===== config.mk =====
export PLATFORM = sky130hd
export DESIGN_NAME = uart_tx_arbiter
export DESIGN_NICKNAME = d
export VERILOG_FILES = /design/src/rtl/uart_pkg.sv /design/src/rtl/uart_rr_pick.sv /design/src/rtl/uart_tx_arbiter.sv
export SDC_FILE = /design/constraint.sdc
export NUM_CORES = 1
export LEC_CHECK = 0
export BUFFER_PORTS_ARGS = -buffer_cell sky130_fd_sc_hd__buf_2
export CORE_MARGIN = 2
export CORE_UTILIZATION = 30
export CTS_CLUSTER_DIAMETER = 80
export DETAILED_ROUTE_END_ITERATION = 7
export PLACE_DENSITY = 0.68
export REMOVE_ABC_BUFFERS = 1
export SKIP_CTS_REPAIR_TIMING = 1
export SLEW_MARGIN = 10
export SYNTH_ARGS = -nofsm -noshare
export SYNTH_HDL_FRONTEND = slang
export SYNTH_HIERARCHICAL = 1
export SYNTH_SLANG_ARGS = --single-unit

===== constraint.sdc =====
create_clock -name clk -period 1.55 [get_ports clk]
set_input_delay 0.0775 -clock clk [delete_from_list [all_inputs] [get_ports clk]]
set_output_delay 0.0775 -clock clk [all_outputs]
set_load 0.02 [all_outputs]

===== src/rtl/uart_pkg.sv =====
// Shared constants and state type for the UART transmit arbiter.
// Optional macro UART_ARB_HDR_EN adds the header state.
package uart_pkg;

  localparam int unsigned UART_DATA_W = 8;
  localparam logic [7:0]  HDR_TAG     = 8'hA0;

`ifdef UART_ARB_HDR_EN
  typedef enum logic [1:0] {
    ST_IDLE = 2'd0,
    ST_XFER = 2'd1,
    ST_HDR  = 2'd2
  } arb_state_e;
`else
  typedef enum logic [1:0] {
    ST_IDLE = 2'd0,
    ST_XFER = 2'd1
  } arb_state_e;
`endif

endpackage


===== src/rtl/uart_rr_pick.sv =====
// Combinational round-robin picker: first requester at or after last_grant+1, wrapping.
module uart_rr_pick #(
  parameter int unsigned N_REQ = 4,
  parameter int unsigned IDX_W = $clog2(N_REQ)
) (
  input  logic [N_REQ-1:0] req,
  input  logic [IDX_W-1:0] last_grant,
  output logic             found,
  output logic [IDX_W-1:0] idx
);

  logic [IDX_W-1:0] cand;

  // Walk offsets from farthest to nearest so the nearest active requester wins.
  always_comb begin
    found = 1'b0;
    idx   = '0;
    cand  = '0;
    for (int k = int'(N_REQ); k >= 1; k--) begin
      cand = IDX_W'((int'(last_grant) + k) % int'(N_REQ));
      if (req[cand]) begin
        found = 1'b1;
        idx   = cand;
      end
    end
  end

endmodule


===== src/rtl/uart_tx_arbiter.sv =====
// Round-robin arbiter multiplexing per-requester byte frames onto one UART transmitter.
// Optional macro UART_ARB_HDR_EN prefixes each grant with a tag byte HDR_TAG|grant_id.
module uart_tx_arbiter
  import uart_pkg::*;
#(
  parameter int unsigned N_REQ     = 4,
  parameter int unsigned DATA_W    = UART_DATA_W,
  parameter int unsigned MAX_BURST = 16,
  localparam int unsigned GNT_W    = $clog2(N_REQ)
) (
  input  logic                    clk,
  input  logic                    rst_n,
  input  logic [N_REQ-1:0]        req_valid,
  input  logic [N_REQ*DATA_W-1:0] req_data,
  input  logic [N_REQ-1:0]        req_last,
  output logic [N_REQ-1:0]        req_ready,
  output logic                    out_valid,
  output logic [DATA_W-1:0]       out_data,
  input  logic                    out_ready,
  output logic [GNT_W-1:0]        grant_id,
  output logic                    busy
);

  localparam logic [7:0] BURST_LAST = 8'(MAX_BURST - 1);

  arb_state_e       state, state_nxt;
  logic [GNT_W-1:0] last_grant, last_grant_nxt, grant_nxt;
  logic [7:0]       burst_cnt, burst_cnt_nxt;
  logic             pick_found;
  logic [GNT_W-1:0] pick_idx;
  logic             sel_valid, sel_last;
  logic [DATA_W-1:0] sel_data;

  uart_rr_pick #(
    .N_REQ (N_REQ),
    .IDX_W (GNT_W)
  ) u_pick (
    .req        (req_valid),
    .last_grant (last_grant),
    .found      (pick_found),
    .idx        (pick_idx)
  );

  assign sel_valid = req_valid[grant_id];
  assign sel_last  = req_last[grant_id];
  assign sel_data  = req_data[32'(grant_id) * DATA_W +: DATA_W];
  assign busy      = (state != ST_IDLE);

  always_ff @(posedge clk or negedge rst_n) begin
    if (!rst_n) begin
      state      <= ST_IDLE;
      last_grant <= GNT_W'(N_REQ - 1);
      grant_id   <= '0;
      burst_cnt  <= '0;
    end else begin
      state      <= state_nxt;
      last_grant <= last_grant_nxt;
      grant_id   <= grant_nxt;
      burst_cnt  <= burst_cnt_nxt;
    end
  end

  // Next state and the combinational data path toward the transmitter.
  always_comb begin
    state_nxt      = state;
    last_grant_nxt = last_grant;
    grant_nxt      = grant_id;
    burst_cnt_nxt  = burst_cnt;
    out_valid      = 1'b0;
    out_data       = '0;
    req_ready      = '0;
    case (state)
      ST_IDLE: begin
        if (pick_found) begin
          grant_nxt = pick_idx;
`ifdef UART_ARB_HDR_EN
          state_nxt = ST_HDR;
`else
          state_nxt = ST_XFER;
`endif
        end
      end
`ifdef UART_ARB_HDR_EN
      ST_HDR: begin
        out_valid = 1'b1;
        out_data  = DATA_W'(HDR_TAG) | DATA_W'(grant_id);
        if (out_ready) state_nxt = ST_XFER;
      end
`endif
      ST_XFER: begin
        out_valid           = sel_valid;
        out_data            = sel_data;
        req_ready[grant_id] = out_ready;
        if (sel_valid && out_ready) begin
          // A frame cut at the burst limit resumes on its requester's next win.
          if (sel_last || (burst_cnt == BURST_LAST)) begin
            state_nxt      = ST_IDLE;
            last_grant_nxt = grant_id;
            burst_cnt_nxt  = '0;
          end else begin
            burst_cnt_nxt = burst_cnt + 8'd1;
          end
        end
      end
      default: state_nxt = ST_IDLE;
    endcase
  end

endmodule


[Word level (Yosys, flattened, before mapping)]
Cells that the tools add are included.
Cells by class
  equal/unequal tests: 5
  $add $sub $neg: 5
  shifts and indexed selects: 1
  magnitude comparators: 6
  reductions and logical operators: 9
  bitwise operators: 1
  muxes and demuxes: 30
  div/mod/pow operators: 0
  multiply operators: 0
Operators by type and width (number)
  32-bit by 6-bit indexed part select with 8-bit output: 1
  8-bit 2-to-1 mux: 2
  2-bit by 3-bit < comparator with 1-bit output, second input constant: 5
  2-bit 2-to-1 mux: 7
  1-bit binary-select mux with 2-bit select: 6
  1-bit 2-to-1 mux: 12
  8-bit by 1-bit adder with 8-bit output, second input constant: 1
  8-bit by 4-bit equality test with 1-bit output, second input constant: 1
  2-bit != test, second input constant: 3
  3-bit AND reduction: 2
  2-bit by 1-bit adder with 2-bit output, second input constant: 2
  2-bit adder, second input constant: 2
  4-bit bitwise AND: 1
  4-bit 2-to-1 mux: 1
  2-bit one-hot mux with 2 select lines: 1
  2-bit AND reduction: 2
  1-bit demux with 2-bit select: 1
  2-bit by 1-bit equality test with 1-bit output, second input constant: 1
  2-bit by 1-bit greater-or-equal comparator with 1-bit output, second input constant: 1
  1-bit logical AND: 2
  2-bit zero test: 1
  2-bit nonzero test: 1
  1-bit logical OR: 1
Word-level totals
  input bits: 43
  memories kept: 0
  latch bits: 0
  bits in writable memories: 0
  register bits: 14
  memory bits (read-only): 0
  logic and storage cells: 61

[Depth between registers and ports, before layout]
Gate-level depths: netlist of run 1.
  word-level depth: 9
  depth in mapped cells: 6
  gate-level depth less buffers: 5

[By module]
The synthesis of run 1 kept the hierarchy.
By module, submodules not included
  uart_tx_arbiter: cells each 91, area an instance 987.2 um^2, sequential area each 327.8 um^2, instances 1
  uart_rr_pick: cells each 14, area an instance 91.3 um^2, sequential area each 0.0 um^2, instances 1

[Worst setup path before layout of run 1]
Ideal clock, no wire load.
  path type: register -> register
  start: reg grant_id[0]
  end: reg last_grant[0]
  path slack: -0.261 ns
  arrival: 1.728 ns
  cell stages (with the launch flop): 6
  required time: 1.468 ns
  path through: dfrtp_1 -> buf_6 -> mux4_2 -> a21oi_4 -> nor2_2 -> mux2_4
Between the ends
  longest elaborated chain between the ends: 4
  elaborated cells on any way between the ends: 7
  those cells by class: mux: 4; reduce/logical: 3
RTL lines
  start, declared: RTL line uart_tx_arbiter.sv:20  | output logic [GNT_W-1:0] grant_id,
  start signal, assigned: RTL line uart_tx_arbiter.sv:58  | grant_id <= grant_nxt;
  1-bit binary-select mux with 2-bit select (on tied branches): RTL line uart_tx_arbiter.sv:44, uart_tx_arbiter.sv:45
  1-bit 2-to-1 mux (on tied branches): RTL line uart_tx_arbiter.sv:44, uart_tx_arbiter.sv:45
  1-bit logical AND or 1-bit logical OR (tied branches): RTL line uart_tx_arbiter.sv:94, uart_tx_arbiter.sv:96
  3-bit AND reduction (no source line)
  end signal, assigned: RTL line uart_tx_arbiter.sv:52  | last_grant <= GNT_W'(N_REQ - 1);
  end signal, assigned: RTL line uart_tx_arbiter.sv:57  | last_grant <= last_grant_nxt;
  end, declared: RTL line uart_tx_arbiter.sv:27  | logic [GNT_W-1:0] last_grant, last_grant_nxt, grant_nxt;
Parallel ways exist; a longest one is shown, timed or not. The select of a mux whose other input is x is not followed.
A chain may end at the register's enable or synchronous reset.

[Worst setup path in the final report of run 1]
  start: reg grant_id[0]
  end: out out_data[6]
Between the ends
  longest elaborated chain between the ends: 2
RTL lines
  32-bit by 6-bit indexed part select with 8-bit output: RTL line uart_tx_arbiter.sv:46  | assign sel_data = req_data[32'(grant_id) * DATA_W +: DATA_W];
  8-bit 2-to-1 mux: RTL line uart_tx_arbiter.sv:72  | case (state)
  end, declared: RTL line uart_tx_arbiter.sv:18  | output logic [DATA_W-1:0] out_data,
Every way passes these cells.

==> flow_summary.toml, run 1 <==
[detailed_routing]
avgViaCountPerCell = 4.90
drc = 0
drt_iter0_drc = 25
first_pass_iters = 4
drt-total-wl_microns = 3090
wl_per_cell_microns = 13.4
vias = 1126
drtAntennaViolNets = 0

[worst_setup_path]
cp_slowest_cell = "mux4_2"
worstPathRequired_ns = 1.47
slowest_delay_ns = 0.49
critical-path-top-delay-family = "multiplexers"
worstSetupStartpointType = "register"
crit_fanout = 5
ff2ff_setup_slack_ns = -0.21
path_class = "reg -> out"
timing.critical_path.cells = "clkbuf_16 -> mux4_2 -> and2_4 -> buf_6"
cp_data_arrival_time_ns = 1.69
cp_num_buf_inv = 2
endpoint_kind = "output port"

[global_routing]
antenna_found_initial = 0
grt_usage_pct = 13.8
grt_max_degree = 14
grt_pass1_vias = 1045
grt_overflow = 0
grt_pass1_wl_microns = 4500

[yosys]
synth-async-reset-ratio_pct = 100
netlist_instances = 105
ys_ff_latch = 13
yosysUniqueCellTypes = 37
synth_ff_type = "dfrtp_1"
yosysWarnings = 6
synth-edff-count = 0
synth_area_sq_um = 1080
yosysSeqAreaShare_pct = 30.4
avgSynthCellArea_sq_um = 10.3

[timing]
hold_viol = 0
grt_setup_unrepaired = "true"
setup_slack_ns = -0.217
min_period_ns = 1.77
finClkSkew_ns = 0.00658
max-slew-margin-rel_pct = 79.1
hold_ws_ns = 0.211
slew_viol_final = 0
period_share_pct = 114
finalSetupViolations = 20
clock.fmax_mhz = 566
tightestPinTransition_ns = 0.313

[power]
leakage_uw = 0.000843
clkPwrFrac_pct = 6.3
seqPwrFrac_pct = 19.3
pwr-share-comb_pct = 74.4
finalPower_uw = 3200
ir_drop_uv = 1070
power_density_nw_per_um2 = 1790
p_sw_share_pct = 39.4
intPower_uw = 1940
p_sw_uw = 1260

[floorplan]
start_util_pct = 31.8
row_count = 21
die_w_microns = 64.0
num_io_pins = 59
core_sq_um = 3390
die-area_sq_um = 4090
die_h_microns = 64.0

[worst_hold_path]
hp-class = "in -> async"

[cts]
cts_buffer_depth = 2
cts_buffers = 3
insertion_delay_ns = 0.27
clk_pin_slew_ns = 0.08
cts_sinks = 13
cts_tree = "yes"
htreeDepth = 1
root_buffer = "clkbuf_4"

[status]
status = "finished with violations"
violations = "setup timing"

[placement]
portBuffers = 58
place.gp.congestion = 0.763
pre_cts_slack_ns = -0.102
dp_hpwl_microns = 2340
place.detailed.instances = 218

[layout]
n_antenna_cell = 0
nets = 229
drive_gt1_share_pct = 66.3
syn2layout_area_growth_pct = 65.1
fin_cells = 230
final_util_pct = 52.5

[run]
drv_cap = 0
stage by stage:
step | TNS, ns | area [sq um]
floorplan | -6.78 | 1050
global placement | -0.732 | 1500
detailed placement | -0.943 | 1500
CTS | -3.57 | 1530
global route | -4.69 | 1780
finish | -3.51 | 1780
logic make-up after synthesis:
group / synth area share (%)
compound gates: 15.3
flops: 30.4
simple gates: 23.9
buf+inv: 3.60
mux: 25.6
fa+ha+maj: 1.16
layout make-up:
class	count	area, sq um
multi-input cells	85	793
inverters	2	7.51
repair buffers	80	567
well taps	46	57.6
flip-flops and latches	13	329
fillers	290	1610
clock buffers	4	26.3
routing by layer:
| metal | global-route usage, % | vias to the layer above | part of all wire, % |
|---|---|---|---|
| met5 | 0 | - | 0 |
| met4 | 2.45 | 0 | 0 |
| met3 | 5.46 | 0 | 9.8 |
| met2 | 25.9 | 49 | 52 |
| met1 | 14.5 | 530 | 38 |
| li1 | - | 547 | - |
synthesized netlist by cell type (all sizes together) (4+ instances only):
cell type	number	area, sq um
dfrtp	11	275
mux4	10	225
nand2	9	33.8
nor3	4	20.0
and2	9	56.3
o21ai	8	40.0
nor2	10	40.0
nand3	4	25.0
a21oi	4	35.0
nand2b	5	31.3
worst register-to-register path: stages, from the launching register on:
cell and delay, ns:
dfrtp_2 0.48, buf_6 0.15, mux4_2 0.36, nand3_4 0.14, nor2_2 0.24, mux2_4 0.32
cells in the final DEF, fill, tap and decap left out, types with 2 or more instances in the layout:
cell and count:
nand2b_1 4, dfstp_2 2, nand3_1 3, a21o_1 2, a22o_1 3, and2_4 9
buf_6 15, nor3_1 2, inv_1 2, o21ai_0 3, dfrtp_1 10, a21oi_1 2
mux2_4 2, nand2_1 9, nor3_2 2, mux4_2 10, buf_2 49, nor2_1 9
nor2b_1 2, o21ai_2 4, buf_4 13, clkbuf_4 3
flip-flops by register name, summed over array words and instances (netlist names):
register	cells
burst_cnt	8
grant_id	2
last_grant	2
state	1
worst paths after layout:
| kind | depth (start not counted) | startpoint | to |
|---|---|---|---|
| worst min register to register | 1 | burst_cnt[0] | burst_cnt[0] |
| worst min-delay path | 2 | rst_n | burst_cnt[1] |
| worst max register to register | 5 | grant_id[0] | last_grant[0] |
| min in group clk | 5 | req_valid[0] | state[0] |
| worst max-delay path | 4 | grant_id[0] | out_data[6] |
| max in group asynchronous | 2 | rst_n | last_grant[0] |
power groups by stage:
stage	registers (uW)	clock network (uW)	logic (uW)
floorplan	706	0	983
global placement	595	0	1670
detailed placement	592	0	1680
CTS	587	207	1680
global route	639	222	2520
finish	618	201	2380
Power figures use the tool's default switching activity.
==> run 2: changes to the inputs <==
--- a/config.mk
+++ b/config.mk
@@ -6,6 +6,7 @@
 export NUM_CORES = 1
 export LEC_CHECK = 0
 export BUFFER_PORTS_ARGS = -buffer_cell sky130_fd_sc_hd__buf_2
+export CORE_ASPECT_RATIO = 1.1
 export CORE_MARGIN = 2
 export CORE_UTILIZATION = 30
 export CTS_CLUSTER_DIAMETER = 80
==> run 2 against run 1 <==
- the run still ends with setup timing left
- final cell count shrank 1.3%
- combinational power grew 3%
- count of clock-buffer cells in the layout is the same
- via count shrank 1.5%
- first-iteration DRC count grew 36%
- worst setup slack lost 0.012 ns
- clock power grew 10%
- wire length grew 1.4%
- register-to-register slack gained 0.03 ns
- largest power group unchanged
- highest routed layer unchanged
==> flow_summary.toml, run 2 (synthesis results as in run 1) <==
[detailed_routing]
wl_per_cell_microns = 13.8
drt-total-wl_microns = 3140
top_layer = "met3"
avgViaCountPerCell = 4.89
wl_met2_microns = 1530
drt_iter0_drc = 34
dr_wl_met3_microns = 372
first_pass_iters = 4
drtAntennaViolNets = 0
wl_met1_microns = 1240
vias = 1109
drc = 0

[worst_setup_path]
slowest_delay_ns = 0.52
crit_fanout = 6
worstSetupStartpointType = "register"
cp_data_arrival_time_ns = 1.70
path_class = "reg -> out"
timing.critical_path.cells = "buf_12 -> mux4_2 -> and2_4 -> buf_6"
cp_slowest_cell = "mux4_2"
worstPathRequired_ns = 1.47
endpoint_kind = "output port"

[timing]
hold_viol = 0
min_period_ns = 1.78
hold_ws_ns = 0.209
finClkSkew_ns = 0.00485
grt_setup_unrepaired = "true"
max-slew-margin-rel_pct = 78.1
slew_viol_final = 0
clock.fmax_mhz = 562
tightestPinTransition_ns = 0.329
setup_slack_ns = -0.229
totalNegativeSetupSlack_ns = -3.33
period_share_pct = 115
finalSetupViolations = 20

[layout]
largest_register_ffs = 8
drive_gt1_share_pct = 66.5
layout_commonest_cell = "buf_2"
nets = 224
reg_top3 = "burst_cnt (8), grant_id (2), last_grant (2)"
design_area_sq_um = 1790
max_flop_register = "burst_cnt"
final_util_pct = 52.8
n_antenna_cell = 0
layout_common_cells = "45 x buf_2, 17 x buf_6, 10 x mux4_2, 10 x buf_4"
syn2layout_area_growth_pct = 65.7

[status]
violations = "setup timing"
status = "finished with violations"

[floorplan]
die_h_microns = 66.9
start_util_pct = 31.9
die-area_sq_um = 4090
row_count = 22
core_sq_um = 3390
num_io_pins = 59
die_w_microns = 61.2

[power]
ir_drop_uv = 689
power_density_nw_per_um2 = 1830
leakage_uw = 0.000818

[cts]
insertion_delay_ns = 0.28
cts_sinks = 13
htreeDepth = 1
root_buffer = "clkbuf_4"
cts_buffer_depth = 2
cts_tree = "yes"
clk_pin_slew_ns = 0.09
cts_buffers = 3

[run]
drv_cap = 0

[global_routing]
antenna_found_initial = 0
grt_pass1_wl_microns = 4270
grt_pass1_vias = 1008
grt_max_degree = 15
grt_overflow = 0
grt_usage_pct = 13.9

[placement]
placed_area_sq_um = 1480
portBuffers = 58
place.gp.congestion = 0.835
dp_hpwl_microns = 2330

[worst_hold_path]
hp-class = "in -> reg"
==> run 2: report_power, final <==
part           internal [uW]  leakage, uW  switching (uW)  total, uW
Combinational           1380     0.000644            1060       2440
Sequential               467     0.000159             145        613
Clock                    100    0.0000150             122        222
==> run 2: routing by layer <==
metal  up-vias  global-route usage, %
li1        537                      -
met1       514                   14.3
met2        58                   25.9
met3         0                   6.02
met4         0                   1.63
met5         -                      0
==> run 2: critical path, delay by kind of cell, from the launching register on <==
kind	cells	cell delay, ns
buffers and inverters	2	0.27
DFF	1	0.46
muxes	1	0.52
and+or+nand+nor	1	0.16
==> run 2: final timing paths <==
path	from	endpoint	slack [ns]	cells after the start
min in group asynchronous	rst_n	grant_id[1]	0.22	2
max in group asynchronous	rst_n	last_grant[1]	1.04	2
max	grant_id[0]	out_data[2]	-0.23	4
min reg2reg	burst_cnt[1]	burst_cnt[1]	0.53	2
min	req_valid[2]	grant_id[1]	0.21	5
max reg2reg	grant_id[0]	last_grant[0]	-0.18	4
==> run 2: cell type report <==
type                            count  area, sq um
Fill cell                         288         1600
Multi-Input combinational cell     85          816
Timing Repair Buffer               75          547
Sequential cell                    13          330
Tap cell                           48         60.1
Clock buffer                        4         26.3
Inverter                            2         7.51
==> run 2: through the flow <==
stage	worst slack [ns]	cells	total power [uW]
after floorplan	-0.575	100	1690
after global placement	-0.0576	217	2250
after detailed placement	-0.101	217	2270
after CTS	-0.380	221	2500
after global routing	-0.275	227	3480
final	-0.229	227	3270
